$ cat src/rtl/split_pkg.sv
// Shared constants for the split-assignment loader: candidate layout and FSM states.
package split_pkg;

  localparam int NUM_VARS = 50;
  localparam int CAND_W   = 516;

  // Widths repeat 16,4,8,12,12; the final variable is 8 bits wide so the total is 516.
  localparam int VAR_W [NUM_VARS] = '{
    16, 4, 8, 12, 12,  16, 4, 8, 12, 12,  16, 4, 8, 12, 12,  16, 4, 8, 12, 12,
    16, 4, 8, 12, 12,  16, 4, 8, 12, 12,  16, 4, 8, 12, 12,  16, 4, 8, 12, 12,
    16, 4, 8, 12, 12,  16, 4, 8, 12,  8
  };

  localparam int VAR_OFS [NUM_VARS] = '{
      0,  16,  20,  28,  40,   52,  68,  72,  80,  92,
    104, 120, 124, 132, 144,  156, 172, 176, 184, 196,
    208, 224, 228, 236, 248,  260, 276, 280, 288, 300,
    312, 328, 332, 340, 352,  364, 380, 384, 392, 404,
    416, 432, 436, 444, 456,  468, 484, 488, 496, 508
  };

  typedef enum logic [1:0] {
    ST_LOAD   = 2'd0,
    ST_EVAL   = 2'd1,
    ST_REPORT = 2'd2
  } state_e;

endpackage

$ cat src/rtl/split_sat_counter.sv
// Saturating up-counter with synchronous clear.
module split_sat_counter #(
  parameter int CNT_W = 16
) (
  input  logic             clk,
  input  logic             clr_i,
  input  logic             inc_i,
  output logic [CNT_W-1:0] cnt_o
);

  logic [CNT_W-1:0] cnt_q, cnt_d;

  always_comb begin
    cnt_d = cnt_q;
    if (clr_i)
      cnt_d = '0;
    else if (inc_i && (cnt_q != '1))
      cnt_d = cnt_q + 1'b1;
  end

  always_ff @(posedge clk) cnt_q <= cnt_d;

  assign cnt_o = cnt_q;

endmodule

$ cat src/rtl/split_assign_loader.sv
// Loads one candidate assignment word-by-word, presents it to the split stage for
// one cycle, then reports the verdict with running tallies.
module split_assign_loader
  import split_pkg::*;
#(
  parameter int NUM_VARS = split_pkg::NUM_VARS,
  parameter int DATA_W   = 16,
  parameter int CNT_W    = 16
) (
  input  logic              clk,
  input  logic              rst,
  input  logic              wr_valid,
  output logic              wr_ready,
  input  logic [5:0]        wr_idx,
  input  logic [DATA_W-1:0] wr_data,
  input  logic              flush,
  output logic [CAND_W-1:0] cand_flat,
  output logic              cand_valid,
  input  logic              sat_in,
  output logic              res_valid,
  input  logic              res_ready,
  output logic              res_sat,
  output logic              res_err,
  output logic [CNT_W-1:0]  res_total,
  output logic [CNT_W-1:0]  res_sat_cnt
);

  state_e        st_q, st_d;
  logic [5:0]    exp_q, exp_d;
  logic          err_q, err_d;
  logic          sat_q, sat_d;
  logic          acc, last, over_hit, inc_tot, inc_sat;
  logic [NUM_VARS-1:0] hit, over;

  // A flushed cycle never stores its word.
  assign acc      = wr_valid && (st_q == ST_LOAD) && !flush;
  assign wr_ready = (st_q == ST_LOAD);

  for (genvar k = 0; k < NUM_VARS; k++) begin : g_var
    logic [VAR_W[k]-1:0] v_q;

    assign hit[k]  = acc && (wr_idx == 6'(k));
    assign over[k] = (wr_data >> VAR_W[k]) != '0;

    always_ff @(posedge clk) begin
      if (rst)         v_q <= '0;
      else if (hit[k]) v_q <= wr_data[VAR_W[k]-1:0];
    end

    assign cand_flat[VAR_OFS[k] +: VAR_W[k]] = v_q;
  end

  assign over_hit = |(hit & over);
  // Completion needs the final index to arrive exactly when it is expected.
  assign last = acc && (wr_idx == exp_q) && (exp_q == 6'(NUM_VARS-1));

  always_comb begin
    st_d       = st_q;
    exp_d      = exp_q;
    err_d      = err_q;
    sat_d      = sat_q;
    cand_valid = 1'b0;
    res_valid  = 1'b0;
    inc_tot    = 1'b0;
    inc_sat    = 1'b0;
    case (st_q)
      ST_LOAD: begin
        if (flush) begin
          exp_d = '0;
          err_d = 1'b0;
        end else if (wr_valid) begin
          exp_d = exp_q + 6'd1;
          if ((wr_idx != exp_q) || over_hit) err_d = 1'b1;
          if (last) st_d = ST_EVAL;
        end
      end
      ST_EVAL: begin
        cand_valid = 1'b1;
        sat_d      = sat_in;
        inc_tot    = 1'b1;
        inc_sat    = sat_in && !err_q;
        st_d       = ST_REPORT;
      end
      ST_REPORT: begin
        res_valid = 1'b1;
        if (res_ready) begin
          st_d  = ST_LOAD;
          exp_d = '0;
          err_d = 1'b0;
        end
      end
      default: st_d = ST_LOAD;
    endcase
  end

  always_ff @(posedge clk) begin
    if (rst) begin
      st_q  <= ST_LOAD;
      exp_q <= '0;
      err_q <= 1'b0;
      sat_q <= 1'b0;
    end else begin
      st_q  <= st_d;
      exp_q <= exp_d;
      err_q <= err_d;
      sat_q <= sat_d;
    end
  end

  assign res_sat = sat_q;
  assign res_err = err_q;

  split_sat_counter #(.CNT_W(CNT_W)) u_total (
    .clk   (clk),
    .clr_i (rst),
    .inc_i (inc_tot),
    .cnt_o (res_total)
  );

  split_sat_counter #(.CNT_W(CNT_W)) u_sat (
    .clk   (clk),
    .clr_i (rst),
    .inc_i (inc_sat),
    .cnt_o (res_sat_cnt)
  );

endmodule

$ cat config.mk
export PLATFORM = sky130hd
export DESIGN_NAME = split_assign_loader
export DESIGN_NICKNAME = d
export VERILOG_FILES = /design/src/rtl/split_pkg.sv /design/src/rtl/split_sat_counter.sv /design/src/rtl/split_assign_loader.sv
export SDC_FILE = /design/constraint.sdc
export NUM_CORES = 1
export LEC_CHECK = 0
export BUFFER_PORTS_ARGS = -buffer_cell sky130_fd_sc_hd__buf_2
export CAP_MARGIN = 20
export CORE_ASPECT_RATIO = 0.75
export CORE_MARGIN = 2
export CORE_UTILIZATION = 45
export DETAILED_ROUTE_END_ITERATION = 8
export HOLD_SLACK_MARGIN = 0.02
export PLACE_DENSITY = 0.72
export SYNTH_ARGS = -nofsm -noshare
export SYNTH_HDL_FRONTEND = slang
export SYNTH_SLANG_ARGS = --single-unit
$ cat constraint.sdc
create_clock -name clk -period 3.23 [get_ports clk]
set_input_delay 0.323 -clock clk [delete_from_list [all_inputs] [get_ports clk]]
set_output_delay 0.323 -clock clk [all_outputs]
set_load 0.005 [all_outputs]
# Word level (Yosys, flattened, before mapping)
# Index checks and enable logic that the tools add are counted.
# W data, S select, Z words.
[totals]
output_inout_bits = 553
rom_bits = 0
latchBits = 0
ff_bits = 558
mem_bits_rw = 0
inputBits = 28
elab_cells = 209
memories = 0
[op_classes]
addsub = 3
eq_ne = 62
reduce_logical = 70
n_div = 0
order_cmp = 0
shifts = 0
bitwise_logic = 1
multipliers = 0
muxes = 17
[op_table]
columns = ["operator", "n"]
rows = [
  ["$eq A6 B6 Y1 const B", 19],
  ["$eq A6 B5 Y1 const B", 16],
  ["$logic_and A1 B1 Y1", 57],
  ["$and A50 B50 Y50", 1],
  ["$reduce_or A50 Y1", 1],
  ["$eq A6 B4 Y1 const B", 8],
  ["$reduce_bool A16 Y1", 3],
  ["$add A16 B1 Y16 const B", 2],
  ["$ne A16 B16 Y1 const B", 2],
  ["$eq A6 B3 Y1 const B", 4],
  ["$mux W6", 3],
  ["$eq A6 B2 Y1 const B", 2],
  ["$pmux W6 S2", 1],
  ["$mux W2", 4],
  ["$reduce_and A4 Y1", 2],
  ["$mux W1", 7],
  ["$add A6 B1 Y6 const B", 1],
  ["$eq A6 B1 Y1 const B", 1],
  ["$eq A6 B6 Y1", 1],
  ["$logic_not A6 Y1", 1],
  ["$ne A2 B2 Y1 const B", 3],
  ["$ne A6 B6 Y1", 1],
  ["$pmux W2 S3", 1],
  ["$ne A3 B1 Y1 const B", 1],
  ["10 further kinds", 11],
]

# Depth between registers and ports, before layout
# Gate-level depths: netlist (run 1).
[depth]
word_depth = 11
ltp_mapped = 9
ltp_nobuf = 7

# By module
# Synthesis (run 1) repeated with hierarchy kept, for this count alone.
[unflattened]
hier_cells = 2232
area_unflattened_um2 = 21271.7
[modules_own_cells]
columns = ["module", "cells_per_inst", "seq_area_each_um2", "instances", "area_each_um2"]
rows = [
  ["split_assign_loader", 2034, 10530.1, 1, 19575.0],
  ["split_sat_counter", 99, 320.3, 2, 848.3],
]

# Worst setup path before layout (run 1)
# OpenSTA, ideal clock, no wires.
[synth_timing]
path_kind = "reg2reg"
from = "reg st_q[0]"
to = "reg g_var[15].v_q[10] (netlist name)"
path_stages_with_launch = 10
required_time_ns = 3.098
path_buffers = 4
synth_period_minus_slack_ns = 2.250
setup_ns = 0.132
path_slack_ns = 0.980
t_arrival_ns = 2.118
cell_sequence = "dfxtp_1 -> clkbuf_1 -> or4b_1 -> buf_2 -> or3_4 -> nand2b_1 -> buf_2 -> buf_2 -> nand2_1 -> a21oi_1"
[synth_via]
elab_chain_cells = 4
[synth_lines]
columns = ["item", "line_no", "text"]
rows = [
  ["start, declared", "split_assign_loader.sv:28", "state_e st_q, st_d;"],
  ["start signal, assigned", "split_assign_loader.sv:103", "st_q <= st_d;"],
  ["$logic_not A2 Y1", "split_assign_loader.sv:36", "assign acc = wr_valid && (st_q == ST_LOAD) && !flush;"],
  ["$logic_and A1 B1 Y1 (2 in a row)", "split_assign_loader.sv:36", ""],
  ["$logic_and A1 B1 Y1", "split_assign_loader.sv:42", "assign hit[k] = acc && (wr_idx == 6'(k));"],
  ["end signal, assigned", "split_assign_loader.sv:47", "else if (hit[k]) v_q <= wr_data[VAR_W[k]-1:0];"],
  ["end, declared", "split_assign_loader.sv:40", "logic [VAR_W[k]-1:0] v_q;"],
]
# No other way between the ends.
# A chain may end at the register's enable or synchronous reset.

# Final worst setup path (run 1)
[layout_timing]
from = "reg st_q[1]"
to = "reg g_var[15].v_q[1] (netlist name)"
# The elaborated chain is that of the path after synthesis.

==> impl_results.md, run 1 <==
- Row count: 68
- Top cells by count, synth: nand2_1 (599), dfxtp_1 (558), a21oi_1 (372), nor2_1 (216), nand3_1 (195)
- Worst slew pin tran: 936 ps
- TritonCTS clock tree: done
- Yosys top cell by area: dfxtp_1
- RD Place Congestion: around 0.88
- Arr. time, crit path: approximately 3200 ps
- Yosys reg bits: roughly 560
- Hold Crit Start: res_ready
- Clock slew at reported path FFs: approximately 60 ps
- Netlist Area Pre-Place: ~0.021 mm2
- Clk pwr share: 45.5%
- Antenna violations before repair: 3
- FF-to-FF path depth: 5
- Hold buffer count at cts: 2
- Sequential share of the synthesized area: 53.4%
- Mapped Cells: 2,502
- Worst R2R Setup Slack: 510 ps
- WHS: 56.7 ps
- HP Class: in -> reg
- Final setup violation count: 0
- CP Data Required Time: about 3700 ps
- # clock sinks: about 560
- Reg power frac: 50.1%
- P&R area growth vs syn: 24.9%
- Max Fclk: about 0.37 GHz
- Cell area power density: ~530 mW/mm2
- Detailed Place HPWL: 51,500 um
- Worst-Skew Late Latency: ~600 ps
- RSZ-0062 raised after global routing: no
- DRT iter0 DRCs: 1,663
- Die height: between 150 and 200 um
- Crit end category: register
- Num CTS Buffers: between 50 and 60
- Top post-synthesis cells by area: dfxtp_1 (53%), nand2_1 (11%), a21oi_1 (8.9%), mux2i_1 (7.7%), nand3_1 (4.7%)
- Max Slew Vio Count: 0
- Die Area: 0.0483 mm2
- Drt drc: 0
- Grt ovf: 0
- Final period util: 84.3%
- WL per Instance: approximately 21 um
- Final Hold Viols: 0
- Post-Route WL: slightly below 80,000 um
- Hold endpoint: st_q[1]$_SDFFE_PP0P_
- Sw power: roughly 3200 uW
- Layout cells sized above 1: between 20 and 30%
- GRT Total Usage: 30.5%
- Predominant post-synthesis flop cell: dfxtp_1
- EDFF count, synth: 0
- ANT nets after route: 0
- Count leader, synth: nand2_1
- First-pass GRT wire length: approximately 110,000 um
- Critical Path Start Type: register
- Worst reg2reg endpoint: g_var[15].v_q[1]$_SDFFE_PP0P_
- Setup Crit Path Kind: reg -> reg
- IO Port Bufs: 580
- DR vias: between 20,000 and 25,000
- Starting Density: between 40% and 50%
- Clock skew: approximately 32 ps
- Setup bufs post-CTS: 0
- Syn avg cell area: between 8 and 9 um2
- Reg2reg start: st_q[1]$_SDFFE_PP0P_
- Netlist cell types: 57
- Cell-internal power: about 11,000 uW
- CTS resizes: 0
- Outcome: finished clean
- Ys async rst share: 0%
- Largest fanout on the critical path: 16
- Nets: between 3,000 and 4,000
- Max-slew headroom: a little under two fifths
- Setup_tns: 0 ps
- Post-Syn Nets: roughly 2,500
- Die X-Extent: around 250 um
- Via density: roughly 5.5
- Static leakage: ~0.012 uW
- Synth warn: 0
- CTS root buf: clkbuf_16
- Switch share: between 20 and 25%
- Filler Cell Count: just over 4,000
- Ports: ~580
- Yosys top cell area share: ~53%
- CTS max path bufs: 3
- Vias in the first global route: 18,480
- Largest net degree at the start of global routing: 123
- Core Area: approximately 0.046 mm2
- DRT Pass-1 Iters: 5
- Crit path time final: between 2000 and 3000 ps
- Hold Crit Depth: 3
- Peak VDD IR: between 0.4 and 0.5 mV
- Comb pwr share: 4.3%
- H-tree depth: 2
- Max Cap Viol: 0
[worst max-delay path by stage]
stage,startpoint,to,cells past startpoint
CTS,st_q[1]$_SDFFE_PP0P_,g_var[5].v_q[4]$_SDFFE_PP0P_,6
floorplan,st_q[0]$_SDFFE_PP0P_,g_var[15].v_q[10]$_SDFFE_PP0P_,9
detailed placement,flush,g_var[5].v_q[9]$_SDFFE_PP0P_,7
global route,st_q[1]$_SDFFE_PP0P_,g_var[5].v_q[13]$_SDFFE_PP0P_,6
finish,st_q[1]$_SDFFE_PP0P_,g_var[15].v_q[1]$_SDFFE_PP0P_,5
global placement,wr_idx[0],g_var[45].v_q[10]$_SDFFE_PP0P_,6
[critical path, stage by stage (launching register included)]
cell      delay [ps]
dfxtp_1          380
or4b_1           820
or3_4            540
nand2b_1         490
nand2_1          240
a21oi_1           90
[layer usage]
metal / part of all wire (%) / GRT usage [%]
met1: 39 / 37.8
met2: 45 / 48.9
met3: 11 / 9.31
met4: 4.3 / 13.9
met5: 0 / 0
[final cells by class]
cell class | count | area (um2) | share of cell area (%)
Inverter | 11 | 41.3 | 0.158
Clock buffer | 73 | 1500 | 5.74
Antenna cell | 3 | 7.51 | 0.0287
Clock inverter | 24 | 243 | 0.928
Timing Repair Buffer | 652 | 3570 | 13.6
Sequential cell | 558 | 11200 | 42.7
Tap cell | 595 | 744 | 2.85
Multi-Input combinational cell | 1710 | 8870 | 33.9
[state kept, by name (all words and copies together) (netlist names)]
register	flops
u_total.cnt_o	16
exp_q	6
g_var.v_q	516
res_sat	1
st_q	2
u_sat.cnt_o	16
res_err	1
[cells by family after synthesis]
kind of cell / after synthesis / share of synthesized area (%)
mux: 160 / 7.65
buf+inv: 234 / 4.55
compound gates: 399 / 9.86
flops: 558 / 53.4
simple gates: 1108 / 22.7
fa+ha+maj: 4 / 0.239
xor+xnor: 39 / 1.63
[power groups by stage]
stage	clock network [uW]	logic [uW]	registers, uW
6_report	6280	598	6910
5_1_grt	6600	619	6900
4_1_cts	6330	580	6910
3_5_place_dp	0	579	7060
3_3_place_gp	0	574	7060
2_1_floorplan	0	326	7060
[cells in the final DEF, fill, tap and decap left out, drive strengths merged, types with 4 or more instances in the layout]
| cell | count |
|---|---|
| a211oi | 4 |
| a21oi | 372 |
| and2 | 4 |
| and3 | 7 |
| buf | 649 |
| bufinv | 4 |
| clkbuf | 74 |
| clkinv | 14 |
| dfxtp | 558 |
| ha | 4 |
| inv | 14 |
| mux2i | 160 |
| nand2 | 599 |
| nand2b | 8 |
| nand3 | 197 |
| nand4 | 13 |
| nor2 | 221 |
| nor2b | 10 |
| nor3 | 16 |
| nor4 | 5 |
| o21ai | 5 |
| or3 | 5 |
| xnor2 | 21 |
| xor2 | 18 |
[per-stage QoR]
| stage | worst slack [ps] | total power, uW | cell area [um2] | util (%) | std cells |
|---|---|---|---|---|---|
| 3_5_place_dp | 516 | 7640 | 24400 | 53.1 | 3523 |
| 4_1_cts | 522 | 13800 | 26100 | 56.9 | 3622 |
| 6_report | 506 | 13800 | 26200 | 56.9 | 3626 |
| 2_1_floorplan | 980 | 7390 | 20900 | - | 2502 |
| 5_1_grt | 294 | 14100 | 26100 | 56.9 | 3625 |
| 3_3_place_gp | 551 | 7630 | 24400 | 53.1 | 3523 |
Power figures use the tool's default switching activity.
==> run 2, diff against run 1 <==
- clock period: 3.23 -> 2.65 ns (I/O delays scaled with it)
==> run 2 against run 1 <==
Against the previous run:
- clock-buffer cell count grew 5
- worst hold slack gained 1.3 ps
- non-clock buffer count grew 24
- sequential cell count is the same
- clock skew shrank 14 ps
- power grew 21%
- routed wire length grew 0.95%
- clock power grew 19%
- first-iteration DRC count shrank 7.5%
- final cell count grew 0.44%
- register-to-register slack lost 300 ps
- largest cell class unchanged
- largest power group unchanged
==> impl_results.md, run 2 (synthesis gave the netlist of run 1 again) <==
- Setup bufs post-CTS: 0
- Critical Path Start Type: register
- Final period util: between 90 and 100%
- CP max stage delay: about 670 ps
- Arr. time, crit path: 2900 ps
- Vias in the first global route: roughly 19,000
- Critical Path, Cell by Cell: buf_4 -> nor4b_2 -> nand2_1 -> nor2_2 -> mux2i_1 -> nor2_1
- Nets: 3,041
- Setup_tns: 0 ps
- Final Hold Viols: 0
- Detailed Place HPWL: roughly 52,000 um
- Die X-Extent: ~250 um
- Worst-Skew Late Latency: ~600 ps
- Largest fanout on the critical path: 8
- Drt drc: 0
- RD Place Congestion: 0.863
- H-tree depth: 2
- Static leakage: roughly 0.012 uW
- Antenna violations before repair: 2
- Largest net degree at the start of global routing: 82
- Crit path time final: roughly 2400 ps
- Cell area power density: 633 mW/mm2
- Starting Density: 45.6%
- Final setup violation count: 0
- CTS resizes: 0
- Clock skew: ~17 ps
- RSZ-0062 raised after global routing: no
- CTS max path bufs: 3
- DR vias: approximately 20,000
- Outcome: finished clean
- DRT iter0 DRCs: roughly 1,500
- Max Slew Vio Count: 0
- First-pass GRT wire length: around 120,000 um
- IO Port Bufs: 580
- Max Cap Viol: 0
- Hold Crit Start: flush
- Reg2reg start: st_q[1]$_SDFFE_PP0P_
- Via density: approximately 5.5
- CP Data Required Time: around 3100 ps
- CTS root buf: clkbuf_16
- Grt ovf: 0
- Worst slew pin tran: between 800 and 900 ps
- DRT Pass-1 Iters: 8
- Row count: 68
- Post-Route WL: slightly below 80,000 um
- Commonest non-fill, non-tap cells in the layout: nand2_1 (599), buf_2 (580), dfxtp_1 (558), a21oi_1 (372), nor2_1 (215)
- Max-slew headroom: a little under half
- Ports: 581
- Filler Cell Count: roughly 4,100
- Peak VDD IR: around 0.56 mV
- Worst R2R Setup Slack: just over 200 ps
- Max FFs per register: 516
- P&R area growth vs syn: 25.7%
- Util after Layout: a little under three fifths
- Max Fclk: 0.409 GHz
- Clock slew at reported path FFs: 60 ps
- Num CTS Buffers: 52
- Die height: 191 um
- # clock sinks: between 500 and 600
- TritonCTS clock tree: done
- WL per Instance: around 21 um
- Core Area: 0.0459 mm2
- Most common cell after layout, fill and taps aside: nand2_1
- Crit end category: register
- Slowest stage cell, crit path: nor4b_2
- HP Class: in -> reg
- Layout cells sized above 1: roughly a quarter
- Die Area: 0.0483 mm2
- Most flops, register: g_var.v_q
- GRT Total Usage: between 30% and 40%
- Setup Crit Path Kind: reg -> reg
- CP startpoint: st_q[1]$_SDFFE_PP0P_
- ANT nets after route: 0
==> run 2: worst max-delay path, delay by kind of cell (launching register included) <==
family	cells	cell delay, ps
multiplexers	1	260
AND/OR/NAND/NOR	4	1580
buffers and inverters	1	160
flip-flops	1	310
==> run 2: cell type report <==
cell class,count,area [um2],area share (%)
repair buffers,676,3810,14.5
clock buffers,78,1520,5.78
multi-input cells,1710,8870,33.7
flip-flops and latches,558,11200,42.5
inverters,11,41.3,0.157
well taps,595,744,2.83
clock inverters,12,153,0.580
diodes,2,5.00,0.0190
==> run 2: what timing repair did <==
| item | in CTS | in global routing |
|---|---|---|
| hold endpoints to repair | 7 | 0 |
| endpoints found under the setup margin | 0 | 0 |
| hold buffers | 3 | 0 |
==> run 2: power breakdown <==
part / total [uW] / leakage, uW / internal, uW / switching, uW
clock: 7500 / 0.000819 / 4240 / 3250
combinational: 750 / 0.00660 / 173 / 577
sequential: 8420 / 0.00449 / 8410 / 13.9
==> run 2: layer usage <==
layer | GRT usage (%) | up-vias | wire length, um
met5 | 0 | - | 0
met4 | 10.9 | 0 | 2720
met3 | 7.89 | 182 | 7870
met2 | 49.8 | 1057 | 35700
met1 | 41.0 | 9607 | 31900
li1 | - | 9319 | -
==> run 2: worst paths after layout <==
kind,end,cells past startpoint
worst min-delay path,st_q[0]$_SDFFE_PP0P_,4
worst max-delay path,g_var[27].v_q[3]$_SDFFE_PP0P_,6
worst min register to register,g_var[35].v_q[4]$_SDFFE_PP0P_,2
worst max register to register,g_var[27].v_q[3]$_SDFFE_PP0P_,6
==> run 2: per-stage QoR <==
stage | power [uW] | worst slack (ps) | area [um2] | std cells | hold slack [ps]
global placement | 9330 | 277 | 24600 | 3545 | 439
global route | 17100 | 49.5 | 26300 | 3642 | 56.8
CTS | 16700 | 217 | 26300 | 3638 | 34.5
floorplan | 9000 | 400 | 20900 | 2502 | 401
detailed placement | 9340 | 220 | 24600 | 3545 | 443
finish | 16700 | 207 | 26300 | 3642 | 58.0
